<file path="config.mk">
export PLATFORM = sky130hd
export DESIGN_NAME = uart
export DESIGN_NICKNAME = d
export VERILOG_FILES = /design/src/rtl/uart.sv
export SDC_FILE = /design/constraint.sdc
export NUM_CORES = 1
export LEC_CHECK = 0
export ABC_CLOCK_PERIOD_IN_PS = 2370
export CAP_MARGIN = 20
export CORE_AREA = 3 3 125 67
export DETAILED_ROUTE_END_ITERATION = 10
export DIE_AREA = 0 0 128 70
export PLACE_DENSITY = 0.68
export SYNTH_ARGS = -nofsm -noshare
export SYNTH_HDL_FRONTEND = slang
export SYNTH_SLANG_ARGS = --single-unit
</file>
<file path="constraint.sdc">
create_clock -name clk -period 2.37 [get_ports clk]
set_input_delay 0.474 -clock clk [delete_from_list [all_inputs] [get_ports clk]]
set_output_delay 0.474 -clock clk [all_outputs]
set_load 0.02 [all_outputs]
</file>
<file path="src/rtl/uart.sv">
`timescale 1ns/1ps
`default_nettype none
// ============================================================================
//  Module   : uart
//  Purpose  : 8N1 UART with independent transmitter and receiver, a 2-flop
//             rx synchronizer, a 2-entry receive FIFO and sticky error flags.
//  Revision : 1.0  initial release
// ============================================================================
module uart #(
  parameter int CLK_FREQ = 125_000_000,
  parameter int BAUD     = 115200
) (
  input  logic       clk,
  input  logic       resetn,
  input  logic [7:0] tx_data,
  input  logic       tx_valid,
  output logic       tx_ready,
  output logic       tx,
  input  logic       rx,
  output logic [7:0] rx_data,
  output logic       rx_ready,
  input  logic       rx_ack,
  output logic       err_frame,
  output logic       err_overrun
);

  localparam int CLKS_PER_BIT = CLK_FREQ / BAUD;
  localparam int HALF_BIT     = CLKS_PER_BIT / 2;
  localparam int CNT_W        = $clog2(CLKS_PER_BIT + 1);
  localparam logic [CNT_W-1:0] BIT_LAST  = CNT_W'(CLKS_PER_BIT - 1);
  localparam logic [CNT_W-1:0] HALF_LAST = CNT_W'(HALF_BIT - 1);

  typedef enum logic [1:0] {
    IDLE  = 2'd0,
    START = 2'd1,
    DATA  = 2'd2,
    STOP  = 2'd3
  } state_t;

  // Transmitter state
  state_t           tx_state;
  logic [CNT_W-1:0] tx_cnt;
  logic [2:0]       tx_idx;
  logic [7:0]       tx_shift;

  // Receiver state
  logic             rx_meta;
  logic             rx_sync;
  state_t           rx_state;
  logic [CNT_W-1:0] rx_cnt;
  logic [2:0]       rx_idx;
  logic [7:0]       rx_shift;

  // Receive FIFO
  logic [7:0]       fifo_mem [2];
  logic             rd_ptr;
  logic             wr_ptr;
  logic [1:0]       fifo_cnt;
  logic             ack_hold;

  logic             stop_hit;
  logic             push_req;
  logic             frame_bad;
  logic             ack_ok;
  logic             push_ok;

  // Stop bit is judged on the same edge the RX FSM leaves STOP.
  assign stop_hit  = (rx_state == STOP) && (rx_cnt == BIT_LAST);
  assign push_req  = stop_hit && rx_sync;
  assign frame_bad = stop_hit && !rx_sync;
  assign ack_ok    = rx_ack && rx_ready;
  // A pop in the same cycle frees the slot, so a full FIFO can still accept.
  assign push_ok   = push_req && ((fifo_cnt != 2'd2) || ack_ok);

  assign rx_ready  = (fifo_cnt != 2'd0) && !ack_hold;
  assign rx_data   = fifo_mem[rd_ptr];

  // TX FSM: serializes start, 8 data bits LSB first and stop, each bit held CLKS_PER_BIT clocks
  always_ff @(posedge clk) begin
    if (!resetn) begin
      tx_state <= IDLE;
      tx_cnt   <= '0;
      tx_idx   <= '0;
      tx_shift <= '0;
      tx       <= 1'b1;
      tx_ready <= 1'b1;
    end else begin
      case (tx_state)
        IDLE: begin
          if (tx_valid && tx_ready) begin
            tx_shift <= tx_data;
            tx_cnt   <= '0;
            tx       <= 1'b0;
            tx_ready <= 1'b0;
            tx_state <= START;
          end
        end
        START: begin
          if (tx_cnt == BIT_LAST) begin
            tx_cnt   <= '0;
            tx_idx   <= '0;
            tx       <= tx_shift[0];
            tx_state <= DATA;
          end else begin
            tx_cnt <= tx_cnt + 1'b1;
          end
        end
        DATA: begin
          if (tx_cnt == BIT_LAST) begin
            tx_cnt <= '0;
            if (tx_idx == 3'd7) begin
              tx       <= 1'b1;
              tx_state <= STOP;
            end else begin
              tx_idx   <= tx_idx + 1'b1;
              tx_shift <= {1'b0, tx_shift[7:1]};
              tx       <= tx_shift[1];
            end
          end else begin
            tx_cnt <= tx_cnt + 1'b1;
          end
        end
        STOP: begin
          if (tx_cnt == BIT_LAST) begin
            tx_cnt   <= '0;
            tx_ready <= 1'b1;
            tx_state <= IDLE;
          end else begin
            tx_cnt <= tx_cnt + 1'b1;
          end
        end
        default: tx_state <= IDLE;
      endcase
    end
  end

  // Two-flop synchronizer for the asynchronous rx line (idles high)
  always_ff @(posedge clk) begin
    if (!resetn) begin
      rx_meta <= 1'b1;
      rx_sync <= 1'b1;
    end else begin
      rx_meta <= rx;
      rx_sync <= rx_meta;
    end
  end

  // RX FSM: validates the start bit at half-bit, then samples each bit at mid-bit
  always_ff @(posedge clk) begin
    if (!resetn) begin
      rx_state <= IDLE;
      rx_cnt   <= '0;
      rx_idx   <= '0;
      rx_shift <= '0;
    end else begin
      case (rx_state)
        IDLE: begin
          if (!rx_sync) begin
            rx_cnt   <= '0;
            rx_state <= START;
          end
        end
        START: begin
          if (rx_cnt == HALF_LAST) begin
            rx_cnt   <= '0;
            rx_idx   <= '0;
            rx_state <= rx_sync ? IDLE : DATA;
          end else begin
            rx_cnt <= rx_cnt + 1'b1;
          end
        end
        DATA: begin
          if (rx_cnt == BIT_LAST) begin
            rx_cnt   <= '0;
            rx_shift <= {rx_sync, rx_shift[7:1]};
            if (rx_idx == 3'd7) begin
              rx_state <= STOP;
            end else begin
              rx_idx <= rx_idx + 1'b1;
            end
          end else begin
            rx_cnt <= rx_cnt + 1'b1;
          end
        end
        STOP: begin
          if (rx_cnt == BIT_LAST) begin
            rx_cnt   <= '0;
            rx_state <= IDLE;
          end else begin
            rx_cnt <= rx_cnt + 1'b1;
          end
        end
        default: rx_state <= IDLE;
      endcase
    end
  end

  // Receive FIFO, one-cycle rx_ready blanking after an accepted ack, sticky error flags
  always_ff @(posedge clk) begin
    if (!resetn) begin
      fifo_mem[0] <= '0;
      fifo_mem[1] <= '0;
      rd_ptr      <= 1'b0;
      wr_ptr      <= 1'b0;
      fifo_cnt    <= '0;
      ack_hold    <= 1'b0;
      err_frame   <= 1'b0;
      err_overrun <= 1'b0;
    end else begin
      ack_hold <= ack_ok;
      if (push_ok) begin
        fifo_mem[wr_ptr] <= rx_shift;
        wr_ptr           <= ~wr_ptr;
      end
      if (ack_ok) begin
        rd_ptr <= ~rd_ptr;
      end
      case ({push_ok, ack_ok})
        2'b10:   fifo_cnt <= fifo_cnt + 1'b1;
        2'b01:   fifo_cnt <= fifo_cnt - 1'b1;
        default: fifo_cnt <= fifo_cnt;
      endcase
      err_frame   <= (err_frame && !ack_ok) || frame_bad;
      err_overrun <= (err_overrun && !ack_ok) || (push_req && !push_ok);
    end
  end

endmodule
`default_nettype wire

</file>
* Yosys cells after proc, flatten, opt, wreduce, memory -nomap -nowiden
Memory sizes are Yosys's and may differ from the RTL's. A register that Yosys moved wholly into a read port is not among the register bits.
Cells that the tools add are included.
** Storage, ports and cells
- Flip-flop bits (word level) :: 59
- Memory bits (writable) :: 16
- Input port bits :: 13
- Output and inout bits :: 13
- Word-level logic and storage cells :: 139
- Memories :: 1
** Memory list
- fifo_mem :: words 2, bits a word 8, rd ports 1, clocked after memory_dff 1, write ports 2, RTL line 55 : logic [7:0] fifo_mem [2];
** Cells by class
- Add/subtract/negate cells :: 6
- Equal/unequal tests :: 26
- Mux-type cells :: 49
- Bitwise gates (word level) :: 2
- Reduce and logical (&&, ||, !) cells :: 37
** Operators by type and width (count)
- 11-bit two-way mux :: 5
- 11-bit one-hot mux with 3 select lines :: 1
- 8-bit two-way mux :: 4
- 2-bit != test, second input constant :: 12
- 11-bit by 1-bit adder with 11-bit output, second input constant :: 2
- 11-bit == test, second input constant :: 2
- 2-bit two-way mux :: 11
- 11-bit one-hot mux with 2 select lines :: 1
- 3-bit two-way mux :: 6
- 2-bit one-hot mux with 4 select lines :: 2
- 8-bit one-hot mux with 2 select lines :: 1
- 4-bit AND reduction :: 4
- 1-bit two-way mux :: 13
- 3-bit one-hot mux with 2 select lines :: 2
- 2-bit nonzero test :: 6
- 11-bit by 10-bit == test with 1-bit output, second input constant :: 1
- 2-bit == test, second input constant :: 5
- 1-bit logical AND :: 10
- 5-bit AND reduction :: 2
- 8-bit OR reduction :: 1
- 3-bit by 1-bit adder with 3-bit output, second input constant :: 2
- 2-bit by 1-bit == test with 1-bit output, second input constant :: 3
- 3-bit == test, second input constant :: 2
- 1-bit logical NOT :: 4
- other kinds (14) :: 18

* Longest topological paths before layout
- Depth after elaboration :: 10
- Mapped depth :: 9
- Depth with buffers taken out :: 9

* Least setup slack after synthesis
Ideal clock, no wire load.
- Kind :: register to register
- From :: register tx_cnt[0]
- To :: register tx_shift[0]
- Setup time :: 128 ps
- Arrival time :: 2124 ps
- Data required time :: 2242 ps
- Path slack :: 119 ps
- Cell stages (with the launch flop) :: 10
- Buffers on the path :: 2
- Clock period less this slack :: 2251 ps
- Path through :: dfxtp_1 inv_1 ha_1 or4b_1 or4_1 clkbuf_2 a221o_1 buf_6 mux2i_1 nor2_1
** On the way
- Word-level cells in the longest chain between the ends :: 3
** RTL lines
- start: declaration :: RTL line 42 : logic [CNT_W-1:0] tx_cnt;
- start signal: assignment :: RTL line 105 : tx_cnt <= tx_cnt + 1'b1;
- start signal: assignment :: RTL line 120 : tx_cnt <= tx_cnt + 1'b1;
- start signal: assignment :: RTL line 129 : tx_cnt <= tx_cnt + 1'b1;
- 11-bit == test :: RTL line 109 : if (tx_cnt == BIT_LAST) begin
- 2-bit != test (no source line)
- 4-bit AND reduction (no source line)
- end signal: assignment :: RTL line 91 : tx_shift <= tx_data;
- end signal: assignment :: RTL line 116 : tx_shift <= {1'b0, tx_shift[7:1]};
- end: declaration :: RTL line 44 : logic [7:0] tx_shift;
Every way passes these cells.
A chain may end at the register's enable or synchronous reset.

* Worst setup path after layout
- From :: register tx_cnt[0]
- To :: register tx_idx[2]
** On the way
- Word-level cells in the longest chain between the ends :: 3
- Elaborated cells between the ends (all ways) :: 4
- Classes of those cells :: eq/ne: 3; reduce/logical: 1
** RTL lines
- 11-bit == test (*) :: RTL line 99, 109
- 2-bit != test (no source line)
- 4-bit AND reduction (no source line) (*)
- end signal: assignment :: RTL line 115 : tx_idx <= tx_idx + 1'b1;
- end: declaration :: RTL line 43 : logic [2:0] tx_idx;
Mark *: on every way between the ends. The rest lies on a longest branch, timed or not.

==> impl_metrics.json <==
{
  "rr_worst_depth": 8,
  "drc": 0,
  "seq_area_um2": 1690,
  "place_area_um2": 4030,
  "use_met2_pct": 27.6,
  "syn_to_final_growth_pct": 23.2,
  "yosys.area_share.simple_pct": 23.7,
  "syn_inst": 380,
  "dieHeight_um": 70,
  "track_usage_pct": 16.9,
  "final_util_pct": 61.2,
  "cts-root-buf": "clkbuf_16",
  "top_usage_layer": "met2",
  "min_period_ns": 2.35,
  "gp_congestion": 0.809,
  "multi_input_area_um2": 1840,
  "routed_wl_um": 7060,
  "maxSlewViolCount": 0,
  "relSlewSlack_pct": 62.9,
  "p_leak_nw": 1.74,
  "grt_max_degree": 23,
  "vias": 2783,
  "antenna_found_initial": 0,
  "place_ws_ns": -0.0348,
  "max_freq_mhz": 425,
  "finish.instance_area_um2": 4450,
  "nets": 446,
  "insertion_delay_ns": 0.33,
  "num_antenna_cells": 0,
  "critPathRequiredTime_ns": 2.63,
  "first_global_vias": 2707,
  "synthMuxAreaShare_pct": 9.39,
  "setup_viol": 0,
  "layout_commonest_cell": "dfxtp_1",
  "hold_path_depth": 1,
  "syn-num-nets": 408,
  "worstPathArrival_ns": 2.62,
  "clk_path_buf_depth": 2,
  "synth_compound_area_share_pct": 9.19,
  "path_clk_slew_ns": 0.06,
  "cp-start-kind": "flop",
  "wl_per_cell_um": 13.6,
  "dr.first_iter.drc_count": 129,
  "ys_ff_latch": 76,
  "core_um2": 7270,
  "fin_skew_ns": 0.00695,
  "run_status": "finished, final reports clean",
  "die-area_um2": 8960,
  "hp-class": "reg -> reg",
  "met3_usage_pct": 5.73,
  "dp_hpwl_um": 4990,
  "firstDrtPassIters": 4,
  "synth-main-ff-cell": "dfxtp_1",
  "worst_slack_ns": 0.0161,
  "final_cell_mix": "59 x dfxtp_1, 49 x nor2_1, 30 x nand2_1, 25 x clkdlybuf4s50_1",
  "worst_pin_slew_ns": 0.549,
  "setup_tns_ns": 0,
  "synth.distinct_cells": 47,
  "synth_top_family_by_area": "simple AND/OR/NAND/NOR gates",
  "ctsHtreeMaxLevel": 3,
  "synth-seq-area-share_pct": 46.6,
  "ant_nets": 0,
  "die_x_um": 128,
  "post_drt_via_cell_ratio": 5.36,
  "synth_fa_ha_area_share_pct": 5.20,
  "grt_overflow": 0,
  "rows": 22,
  "grt_util_met1_pct": 21.1,
  "maxCapViolCount": 0,
  "ys_async_sr_fraction_pct": 0,
  "synth_edf_count": 16,
  "power_density_nw_per_um2": 886,
  "end_kind": "flop",
  "critical_path_class": "reg -> reg",
  "hold_buffers": 0,
  "critPathMaxFanout": 6,
  "hold_violations": 0,
  "yosysWarnings": 0,
  "rsz0062_at_grt": "true",
  "clock_sinks": 76,
  "drive_gt1_share_pct": 13.7,
  "cts_buffers": 9,
  "io_pins": 26,
  "initial_utilization_pct": 49.7,
  "portBuffers": 25,
  "synth.avg_cell_area_um2": 9.50,
  "ir_drop_uv": 487,
  "netlist_area_um2": 3610,
  "fillCellCount": 597,
  "synth_xor_xnor_area_share_pct": 2.91,
  "grt_pass1_wl_um": 12200,
  "fin_crit_sh_pct": 99.3,
  "cts_tree": "yes"
}
[registers in the layout, indices dropped and copies added (netlist names), named ones only]
name         cells
tx               1
rx_meta          1
tx_cnt          11
err_frame        1
rx_state         1
tx_idx           3
wr_ptr           1
rx_idx           3
rx_shift         8
tx_ready         1
fifo_cnt         2
rx_sync          1
rx_cnt          11
tx_shift         8
rd_ptr           1
err_overrun      1
ack_hold         1
fifo_mem        16
tx_state         2
[final cells by class]
type	instances	share of cell area, %
multi-input combinational	277	41.4
clock inverter	6	3.07
sequential	76	37.9
tap	96	2.70
clock buffer	10	5.15
timing repair buffer	44	8.92
inverter	10	0.844
[what timing repair did]
action,CTS,global route
cloned,0,0
pin swaps,1,5
setup buffers,0,3
gates resized for setup,2,9
endpoints found under the setup margin,6,34
[cell families after synthesis]
| logic type | Yosys count |
|---|---|
| adder cells (fa/ha/maj) | 15 |
| AO/OA/AOI/OAI | 51 |
| buffers and inverters | 27 |
| AND/OR/NAND/NOR | 167 |
| XOR/XNOR | 12 |
| multiplexers | 32 |
| flip-flops | 76 |
[metrics by stage]
step | hold slack (ns) | instances | power (mW)
3_3_place_gp | 0.396 | 500 | 2.25
5_1_grt | 0.436 | 519 | 4.14
6_report | 0.421 | 519 | 3.94
3_5_place_dp | 0.411 | 500 | 2.28
2_1_floorplan | 0.386 | 380 | 2.09
4_1_cts | 0.429 | 516 | 3.93
[synthesized netlist by cell type (all sizes together) (6+ instances only)]
cell	count	area share (%)
mux2	15	4.7
nand3	15	2.1
nand2	30	3.1
inv	10	1.0
a21oi	16	2.2
ha	15	5.2
or3	7	1.2
clkbuf	16	1.7
a31oi	7	1.2
nor3	7	0.97
mux2i	17	4.7
nor2	49	5.1
nor3b	6	1.2
o21ai	8	1.2
xor2	7	1.7
and2	18	3.1
nand2b	6	1.0
and3	6	1.0
edfxtp	16	13
dfxtp	60	33
[final timing paths]
path                                  to  slack (ns)              startpoint
setup / recovery  tx_idx[2]$_SDFFE_PN0P_        0.02  tx_cnt[0]$_SDFFE_PN0N_
hold / removal        rx_sync$_SDFF_PN1_        0.42      rx_meta$_SDFF_PN1_
setup reg to reg  tx_idx[2]$_SDFFE_PN0P_        0.02  tx_cnt[0]$_SDFFE_PN0N_
hold reg to reg       rx_sync$_SDFF_PN1_        0.42      rx_meta$_SDFF_PN1_
[layer usage]
metal	share of wire, %	routed length [µm]	up-vias
met1	46	3240	1316
met4	1.1	78	0
met5	0	0	-
met2	49	3430	44
li1	-	-	1416
met3	4.4	307	7
[power by group]
group          total [mW]  internal, mW  switching (mW)
Combinational       0.798         0.370           0.428
Sequential           1.50          1.43          0.0708
Clock                1.64          1.14           0.509
Total                3.94          2.93            1.01
[worst max-delay path, cell delays in order, from the launching register on]
cell and delay, ns:
dfxtp_4 0.36, inv_2 0.05, ha_1 0.13, or4b_4 0.44
or4_4 0.45, buf_6 0.15, a211o_1 0.32, or2_1 0.25
a21oi_2 0.13
(Power assumes the default switching activity.)
